===== config.mk =====
export PLATFORM = sky130hd
export DESIGN_NAME = seq_pattern_gen
export DESIGN_NICKNAME = d
export VERILOG_FILES = /design/src/rtl/seq_gen_pkg.sv /design/src/rtl/seq_piso.sv /design/src/rtl/seq_pattern_gen.sv
export SDC_FILE = /design/constraint.sdc
export NUM_CORES = 1
export LEC_CHECK = 0
export CAP_MARGIN = 30
export CORE_ASPECT_RATIO = 1.2
export CORE_UTILIZATION = 45
export DETAILED_ROUTE_END_ITERATION = 16
export GPL_ROUTABILITY_DRIVEN = 0
export GPL_TIMING_DRIVEN = 0
export MAX_ROUTING_LAYER = met4
export PLACE_DENSITY_LB_ADDON = 0.05
export SLEW_MARGIN = 30
export SYNTH_ARGS = -nofsm -noshare
export SYNTH_HDL_FRONTEND = slang
export SYNTH_SLANG_ARGS = --single-unit
export TNS_END_PERCENT = 50

===== constraint.sdc =====
create_clock -name clk -period 3.3 [get_ports clk]
set_input_delay 0.33 -clock clk [delete_from_list [all_inputs] [get_ports clk]]
set_output_delay 0.33 -clock clk [all_outputs]
set_load 0.03 [all_outputs]

===== src/rtl/seq_gen_pkg.sv =====
// Shared types and helpers for the serial pattern generator.
// Latency: n/a (types, constants and a combinational parity helper).
// Backpressure: n/a.
// Contents: FSM state enum, default widths, even-parity function.
package seq_gen_pkg;

  typedef enum logic [1:0] {
    ST_IDLE  = 2'd0,
    ST_SHIFT = 2'd1,
    ST_GAP   = 2'd2,
    ST_DONE  = 2'd3
  } seq_state_e;

  localparam int SEQ_PAT_W = 8;
  localparam int SEQ_LEN_W = 4;
  localparam int SEQ_CNT_W = 4;
  localparam int SEQ_GAP_W = 4;

  // Widest pattern the parity helper accepts.
  localparam int SEQ_PAR_MAX_W = 32;

  // Even parity over the low n bits of d.
  function automatic logic even_parity(input logic [SEQ_PAR_MAX_W-1:0] d,
                                       input int unsigned n);
    logic p;
    p = 1'b0;
    for (int unsigned i = 0; i < SEQ_PAR_MAX_W; i++) begin
      if (i < n) p = p ^ d[i];
    end
    return p;
  endfunction

endpackage


===== src/rtl/seq_piso.sv =====
// Loadable parallel-in serial-out register, MSB-first over a variable length.
// Latency: bit_o reflects the loaded word's bit len-1 the cycle after load_i.
// Backpressure: shift_i low freezes the bit index (caller maps hold onto it).
// Ports: clk, rst (async active-low); load_i captures data_i/len_i,
//        restart_i rewinds to bit len-1, shift_i steps toward bit 0;
//        bit_o is the current bit, last_o is high while bit 0 is selected.
module seq_piso #(
  parameter int PAT_W = 8,
  parameter int LEN_W = 4
) (
  input  logic             clk,
  input  logic             rst,
  input  logic             load_i,
  input  logic             restart_i,
  input  logic             shift_i,
  input  logic [PAT_W-1:0] data_i,
  input  logic [LEN_W-1:0] len_i,
  output logic             bit_o,
  output logic             last_o
);

  logic [PAT_W-1:0] data_q;
  logic [LEN_W-1:0] len_q;
  logic [LEN_W-1:0] idx_q;

  always_ff @(posedge clk or negedge rst) begin
    if (!rst) begin
      data_q <= '0;
      len_q  <= '0;
      idx_q  <= '0;
    end else if (load_i) begin
      data_q <= data_i;
      len_q  <= len_i;
      idx_q  <= len_i - LEN_W'(1);
    end else if (restart_i) begin
      idx_q  <= len_q - LEN_W'(1);
    end else if (shift_i) begin
      idx_q  <= idx_q - LEN_W'(1);
    end
  end

  // Mask-select keeps every bit of the index meaningful.
  assign bit_o  = |(data_q & (PAT_W'(1) << idx_q));
  assign last_o = (idx_q == '0);

endmodule


===== src/rtl/seq_pattern_gen.sv =====
// Serial pattern transmitter: repeats a captured pattern MSB-first with idle gaps.
// Latency: first bit on line_o the cycle after an accepted start; done_o one cycle after last bit.
// Backpressure: hold_i freezes shifting and gap counting (line_oe_o low) while high.
// Ports: clk, rst (async active-low); start_i, pattern_i, len_i, reps_i, gap_i
//        captured on start in IDLE; hold_i pause; line_o/line_oe_o serial pair;
//        busy_o, done_o status. Optional parity beat: define SEQ_GEN_PARITY_EN.
import seq_gen_pkg::*;

module seq_pattern_gen #(
  parameter int PAT_W = SEQ_PAT_W,
  parameter int LEN_W = SEQ_LEN_W,
  parameter int CNT_W = SEQ_CNT_W,
  parameter int GAP_W = SEQ_GAP_W
) (
  input  logic             clk,
  input  logic             rst,
  input  logic             start_i,
  input  logic [PAT_W-1:0] pattern_i,
  input  logic [LEN_W-1:0] len_i,
  input  logic [CNT_W-1:0] reps_i,
  input  logic [GAP_W-1:0] gap_i,
  input  logic             hold_i,
  output logic             line_o,
  output logic             line_oe_o,
  output logic             busy_o,
  output logic             done_o
);

  seq_state_e       state_q, state_d;
  logic [CNT_W-1:0] reps_left_q, reps_left_d;
  logic [GAP_W-1:0] gap_q, gap_d;
  logic [GAP_W-1:0] gap_cnt_q, gap_cnt_d;
  logic             line_q, line_d;
  logic             piso_load, piso_restart, piso_shift;
  logic             piso_bit, piso_last;
  logic             cur_bit, beat_last, len_ok;

  seq_piso #(.PAT_W(PAT_W), .LEN_W(LEN_W)) u_piso (
    .clk       (clk),
    .rst       (rst),
    .load_i    (piso_load),
    .restart_i (piso_restart),
    .shift_i   (piso_shift),
    .data_i    (pattern_i),
    .len_i     (len_i),
    .bit_o     (piso_bit),
    .last_o    (piso_last)
  );

  assign len_ok = (len_i != '0) && (len_i <= LEN_W'(PAT_W));

`ifdef SEQ_GEN_PARITY_EN
  logic par_q, par_d, par_beat_q, par_beat_d;
  // The parity beat follows bit 0 and closes the repetition.
  assign cur_bit   = par_beat_q ? par_q : piso_bit;
  assign beat_last = par_beat_q;
`else
  assign cur_bit   = piso_bit;
  assign beat_last = piso_last;
`endif

  always_comb begin
    state_d      = state_q;
    reps_left_d  = reps_left_q;
    gap_d        = gap_q;
    gap_cnt_d    = gap_cnt_q;
    line_d       = line_q;
    piso_load    = 1'b0;
    piso_restart = 1'b0;
    piso_shift   = 1'b0;
    line_o       = 1'b0;
    line_oe_o    = 1'b0;
    busy_o       = (state_q != ST_IDLE);
    done_o       = 1'b0;
`ifdef SEQ_GEN_PARITY_EN
    par_d        = par_q;
    par_beat_d   = par_beat_q;
`endif
    case (state_q)
      ST_IDLE: begin
        line_d = 1'b0;
        if (start_i && len_ok) begin
          piso_load   = 1'b1;
          reps_left_d = (reps_i == '0) ? '0 : reps_i - CNT_W'(1);
          gap_d       = gap_i;
          state_d     = ST_SHIFT;
`ifdef SEQ_GEN_PARITY_EN
          par_d      = even_parity(SEQ_PAR_MAX_W'(pattern_i), int unsigned'(len_i));
          par_beat_d = 1'b0;
`endif
        end
      end
      ST_SHIFT: begin
        // Mealy on hold: a paused beat shows the previous bit with oe low.
        line_o    = hold_i ? line_q : cur_bit;
        line_oe_o = ~hold_i;
        if (!hold_i) begin
          line_d = cur_bit;
          if (beat_last) begin
`ifdef SEQ_GEN_PARITY_EN
            par_beat_d = 1'b0;
`endif
            if (reps_left_q != '0) begin
              reps_left_d = reps_left_q - CNT_W'(1);
              if (gap_q != '0) begin
                state_d   = ST_GAP;
                gap_cnt_d = gap_q;
              end else begin
                piso_restart = 1'b1;
              end
            end else begin
              state_d = ST_DONE;
            end
          end
`ifdef SEQ_GEN_PARITY_EN
          else if (piso_last) begin
            par_beat_d = 1'b1;
          end
`endif
          else begin
            piso_shift = 1'b1;
          end
        end
      end
      ST_GAP: begin
        line_d = 1'b0;
        if (!hold_i) begin
          gap_cnt_d = gap_cnt_q - GAP_W'(1);
          if (gap_cnt_q == GAP_W'(1)) begin
            state_d      = ST_SHIFT;
            piso_restart = 1'b1;
          end
        end
      end
      ST_DONE: begin
        done_o  = 1'b1;
        line_d  = 1'b0;
        state_d = ST_IDLE;
      end
      default: state_d = ST_IDLE;
    endcase
  end

  always_ff @(posedge clk or negedge rst) begin
    if (!rst) begin
      state_q     <= ST_IDLE;
      reps_left_q <= '0;
      gap_q       <= '0;
      gap_cnt_q   <= '0;
      line_q      <= 1'b0;
    end else begin
      state_q     <= state_d;
      reps_left_q <= reps_left_d;
      gap_q       <= gap_d;
      gap_cnt_q   <= gap_cnt_d;
      line_q      <= line_d;
    end
  end

`ifdef SEQ_GEN_PARITY_EN
  always_ff @(posedge clk or negedge rst) begin
    if (!rst) begin
      par_q      <= 1'b0;
      par_beat_q <= 1'b0;
    end else begin
      par_q      <= par_d;
      par_beat_q <= par_beat_d;
    end
  end
`endif

endmodule

# Word-level counts from Yosys, hierarchy flattened

Index checks and enable logic that the tools add are counted.

Bits in registers: 31

$add $sub $neg: 6
Magnitude comparators: 1
Equal/unequal tests: 12
Shift operators: 1
Mux-type cells: 40
Bitwise gates (word level): 2
Reduce and logical (&&, ||, !) cells: 18

Operator list:

| cell                                                               | count |
|---|---|
| 4-bit 2-to-1 mux                                                   | 13 |
| 4-bit by 1-bit subtractor with 4-bit output, second input constant | 6 |
| 4-bit case mux with 2 select lines                                 | 2 |
| 1-bit 2-to-1 mux                                                   | 15 |
| 2-bit 2-to-1 mux                                                   | 7 |
| 2-bit != test, second input constant                               | 7 |
| 6-bit AND reduction                                                | 2 |
| 4-bit nonzero test                                                 | 3 |
| 8-bit AND                                                          | 1 |
| 4-bit logical NOT                                                  | 2 |
| 2-bit case mux with 4 select lines                                 | 1 |
| 8-bit OR reduction                                                 | 1 |
| 1-bit by 4-bit left shift with 8-bit output, first input constant  | 1 |
| 2-bit nonzero test                                                 | 3 |
| 5-bit AND reduction                                                | 1 |
| 2-bit == test, second input constant                               | 2 |
| 4-bit by 1-bit == test with 1-bit output, second input constant    | 1 |
| 4-bit <= comparator, second input constant                         | 1 |
| 1-bit case mux with 2 select lines                                 | 2 |
| 3-bit != test, second input constant                               | 1 |
| 3-bit nonzero test                                                 | 1 |
| 3-bit OR reduction                                                 | 1 |
| 2-bit by 1-bit == test with 1-bit output, second input constant    | 1 |
| 1-bit logical AND                                                  | 2 |
| 3 further kinds                                                    | 3 |

# Depth between registers and ports, before layout

Depth in word-level cells: 8
Gate-level depth with buffers: 10
Mapped depth without buffers: 9

# Hierarchy

A second synthesis with hierarchy kept.

Cells, all modules: 188
Area total of the unflattened synthesis: 1914.3 um2

Modules (own cells, without submodules):

| module          | instances | cells each | area an instance (um2) | sequential area each (um2) |
|---|---|---|---|---|
| seq_pattern_gen | 1         | 120        | 1118.6                 | 375.4 |
| seq_piso        | 1         | 68         | 795.8                  | 400.4 |

# Worst setup path after synthesis

Ideal clock, no wire load.

Path type: register -> register
Start: reg u_piso.idx_q[1]
End: reg u_piso.idx_q[2]
Setup time: 127 ps
Arrival: 2389 ps
Required time: 3173 ps
Setup slack: 783 ps
Stages on the path, launching flop included: 8
Period minus slack after synthesis: 2517 ps
Cells stage by stage: dfrtp_1 -> or4_4 -> or4_4 -> and4_4 -> nor3_4 -> ha_1 -> xnor2_1 -> mux2_1

Cells in the longest elaborated chain, start to end: 6

Ends and longest elaborated chain:

| element                            | line                  | RTL |
|---|---|---|
| start: declaration                 | seq_piso.sv:24        | `logic [LEN_W-1:0] idx_q;` |
| start signal: assignment           | seq_piso.sv:34        | `idx_q <= len_i - LEN_W'(1);` |
| start signal: assignment           | seq_piso.sv:36        | `idx_q <= len_q - LEN_W'(1);` |
| start signal: assignment           | seq_piso.sv:38        | `idx_q <= idx_q - LEN_W'(1);` |
| 4-bit logical NOT                  | seq_piso.sv:44        | `assign last_o = (idx_q == '0);` |
| 1-bit 2-to-1 mux                   | seq_pattern_gen.sv:99 | `if (beat_last) begin` |
| 1-bit 2-to-1 mux                   | seq_pattern_gen.sv:97 | `if (!hold_i) begin` |
| 1-bit case mux with 2 select lines | seq_pattern_gen.sv:79 | `case (state_q)` |
| 4-bit 2-to-1 mux                   | seq_piso.sv:35        | `end else if (restart_i) begin` |
| 4-bit 2-to-1 mux                   | seq_piso.sv:31        | `end else if (load_i) begin` |

Parallel ways exist; a longest one is shown, timed or not. The select of a mux whose other input is x is not followed.
A chain may end at the register's enable or synchronous reset.

# Final worst setup path

Start: in hold_i
End: reg u_piso.idx_q[2]

Cells in the longest elaborated chain, start to end: 4

Ends and longest elaborated chain:

| element                                    | line                                          | RTL |
|---|---|---|
| start: declaration                         | seq_pattern_gen.sv:22                         | `input logic hold_i,` |
| 1-bit 2-to-1 mux, on equally long branches | seq_pattern_gen.sv:127, seq_pattern_gen.sv:97 |  |
| 1-bit case mux with 2 select lines         | seq_pattern_gen.sv:79                         |  |
| 4-bit 2-to-1 mux                           | seq_piso.sv:35                                |  |
| 4-bit 2-to-1 mux                           | seq_piso.sv:31                                |  |

Parallel ways exist; a longest one is shown, timed or not.

==> flow_summary.json <==
{
  "track_usage_pct": 21.3,
  "hold_class": "primary input to async pin",
  "ys_async_sr_fraction_pct": 100,
  "netlist_area_sq_um": 1870,
  "htree_levels": 2,
  "synth.distinct_cells": 49,
  "synth-edff-count": 0,
  "io_buffer_count": 27,
  "viasPerCell": 5.34,
  "detail_route.first_pass.iterations": 4,
  "clock_path_buffers": 2,
  "die_height_um": 72.7,
  "cp_max_fo": 8,
  "critPathRequiredTime_ns": 3.46,
  "clk_latency_ns": 0.28,
  "grt_pass1_vias": 1520,
  "ff2ff_path_depth": 9,
  "grt_pass1_wl_um": 6870,
  "worstSetupEndpointType": "flip-flop",
  "fin_crit_sh_pct": 83.3,
  "crit_type": "primary input to flip-flop",
  "syn2layout_area_growth_pct": 25.1,
  "drive_above_1_share_pct": 9.64,
  "rr_endpoint": "u_piso.idx_q[2]",
  "cts_tree": "done",
  "hold_violations": 0,
  "pre_cts_slack_ns": 0.273,
  "yosys_warnings": 0,
  "cts.sink_count": 31,
  "maxSlewViolCount": 0,
  "cts_buffers": 5,
  "setup_viol": 0,
  "drt_iter0_markers": 102,
  "nFillCells": 369,
  "fmax_mhz": 364,
  "cp.arrival_ns": 2.91,
  "drc": 0,
  "postRouteAntennaNets": 0,
  "synth.yosys.seq_area_share_pct": 41.4,
  "cts_setup_buffers": 0,
  "die_x_um": 60.9,
  "ys_ff_latch": 31,
  "grt-ovfl-total": 0,
  "cts.repair.resized": 0,
  "fin_tns_setup_ns": 0,
  "antenna_found_initial": 0,
  "hpwl_um": 2910,
  "syn_inst": 212,
  "grt_setup_unrepaired": "false",
  "worstSetupStartpointType": "primary input",
  "placementRows": 25,
  "worst_pin_slew_ns": 0.768,
  "wl_per_cell_um": 12.9,
  "fin_worst_skew_ns": 0.00233,
  "grt_max_degree": 24,
  "num_antenna_cells": 0,
  "power_leakage_uw": 0.00104,
  "mappedNetlistNets": 244,
  "design.die.area_sq_um": 4430,
  "pin_count": 28,
  "maxSlewHeadroom_pct": 48.4,
  "rr_startpoint": "state_q[0]",
  "core_sq_um": 3970,
  "final_nets": 280,
  "clk_transition_reported_paths_ns": 0.07,
  "synth_flop_cell": "dfrtp_1",
  "root_buffer": "clkbuf_8",
  "outcome": "completed",
  "vdd_drop_max_uv": 378,
  "vias": 1618,
  "initial_core_util_pct": 47.1,
  "synth.avg_cell_area_sq_um": 8.84,
  "reg2reg_slack_ns": 0.60,
  "routed_wl_um": 3910,
  "fin_crit_ns": 2.75,
  "power_density_nw_per_um2": 853,
  "cap_violations": 0,
  "setup_ws_ns": 0.552,
  "finalPower_uw": 2000
}
[cell usage after synthesis, drive strengths merged, types with 3 or more instances]
cell type / number / area share, %
nor3: 11 / 3.8
nand3: 6 / 1.6
and4: 3 / 1.7
dfrtp: 31 / 41
nor2: 7 / 1.4
or2: 3 / 1.0
nor4: 3 / 1.0
a31oi: 3 / 1.0
o31ai: 3 / 1.2
nand2: 52 / 10
inv: 11 / 2.2
a21o: 3 / 1.3
or4: 4 / 2.2
clkbuf: 4 / 0.80
buf: 4 / 1.3
a21oi: 10 / 3.1
o21ai: 15 / 4.0
ha: 8 / 5.3
[logic make-up after synthesis]
group | count (synthesis) | share of synthesized area, %
AOI/OAI and AO/OA | 45 | 15.5
xor gates and xnor gates | 1 | 0.468
adders and majority gates | 8 | 5.34
buffers and inverters | 19 | 4.27
DFF | 31 | 41.4
muxes | 6 | 5.08
and+or+nand+nor | 102 | 27.9
[power breakdown]
group	leakage (uW)	internal [uW]	switching, uW
Sequential	0.000383	560	154
Clock	0.0000515	190	139
Combinational	0.000604	447	509
[stage by stage]
stage | instance area, sq um | utilization (%) | hold slack, ns | std cells
floorplan | 1870 | - | 0.0344 | 212
global placement | 2210 | 55.7 | 0.452 | 293
detailed placement | 2230 | 56.2 | 0.225 | 294
CTS | 2340 | 59.0 | 0.462 | 303
global route | 2340 | 59.0 | 0.488 | 303
finish | 2340 | 59.0 | 0.451 | 303
[timing repair]
item,4_1_cts,5_1_grt
hold buffers,1,0
endpoints found under the hold margin,8,0
endpoints found under the setup margin,0,0
[worst max path at each step]
stage / to / depth (start not counted) / from / slack [ns]
after CTS: u_piso.idx_q[2] / 9 / hold_i / 0.57
after global placement: u_piso.idx_q[2] / 9 / hold_i / 0.29
after global routing: u_piso.idx_q[2] / 9 / state_q[0] / 0.19
final: u_piso.idx_q[2] / 9 / hold_i / 0.55
after detailed placement: u_piso.idx_q[2] / 9 / hold_i / 0.27
after floorplan: u_piso.idx_q[2] / 7 / u_piso.idx_q[1] / 0.78
[state kept, by name (all words and copies together), names as in the netlist]
name           flops
u_piso.data_q      8
state_q            2
gap_cnt_q          4
reps_left_q        4
gap_q              4
u_piso.idx_q       4
line_q             1
u_piso.len_q       4
[worst max-delay path, cell delays in order]
cell	delay, ns
clkdlybuf4s50_1	0.56
or4b_1	0.61
or2_2	0.32
buf_1	0.17
and4_4	0.22
nor3_4	0.16
ha_1	0.19
xnor2_1	0.07
mux2_1	0.29
[cells in the final DEF (no fill, tap or decap), types with 2 or more instances in the layout]
cell type,instances
nor4_1,3
nand2_1,52
dfrtp_1,31
nand2b_1,2
a21oi_1,8
mux2_1,2
nor2b_1,2
clkbuf_1,5
ha_1,8
nor2_1,7
or2_2,3
nor3_1,9
nand3_1,6
a21o_1,2
buf_2,2
mux2i_1,2
or4_4,3
or3_1,2
a21oi_2,2
a221o_1,2
clkbuf_8,7
o21ai_0,14
mux4_1,2
inv_1,11
clkdlybuf4s50_1,26
buf_1,2
and4_4,2
a31oi_1,3
a211oi_1,2
and2_1,2
o31ai_1,3
[cell type report]
class	instances	area (sq um)	area share, %
timing repair buffer	29	303	12.9
tap	54	67.6	2.88
buffer	8	38.8	1.66
multi-input combinational	162	1020	43.4
inverter	11	41.3	1.76
sequential	31	776	33.1
clock buffer	8	100	4.27
[per-layer routing]
metal / global-route usage [%] / share of wire (%) / up-vias
li1: - / - / 827
met1: 28.2 / 48 / 751
met2: 33.5 / 48 / 33
met3: 3.72 / 3.1 / 7
met4: 6.06 / 1.4 / 0
met5: - / 0 / -
(Power assumes the default switching activity.)
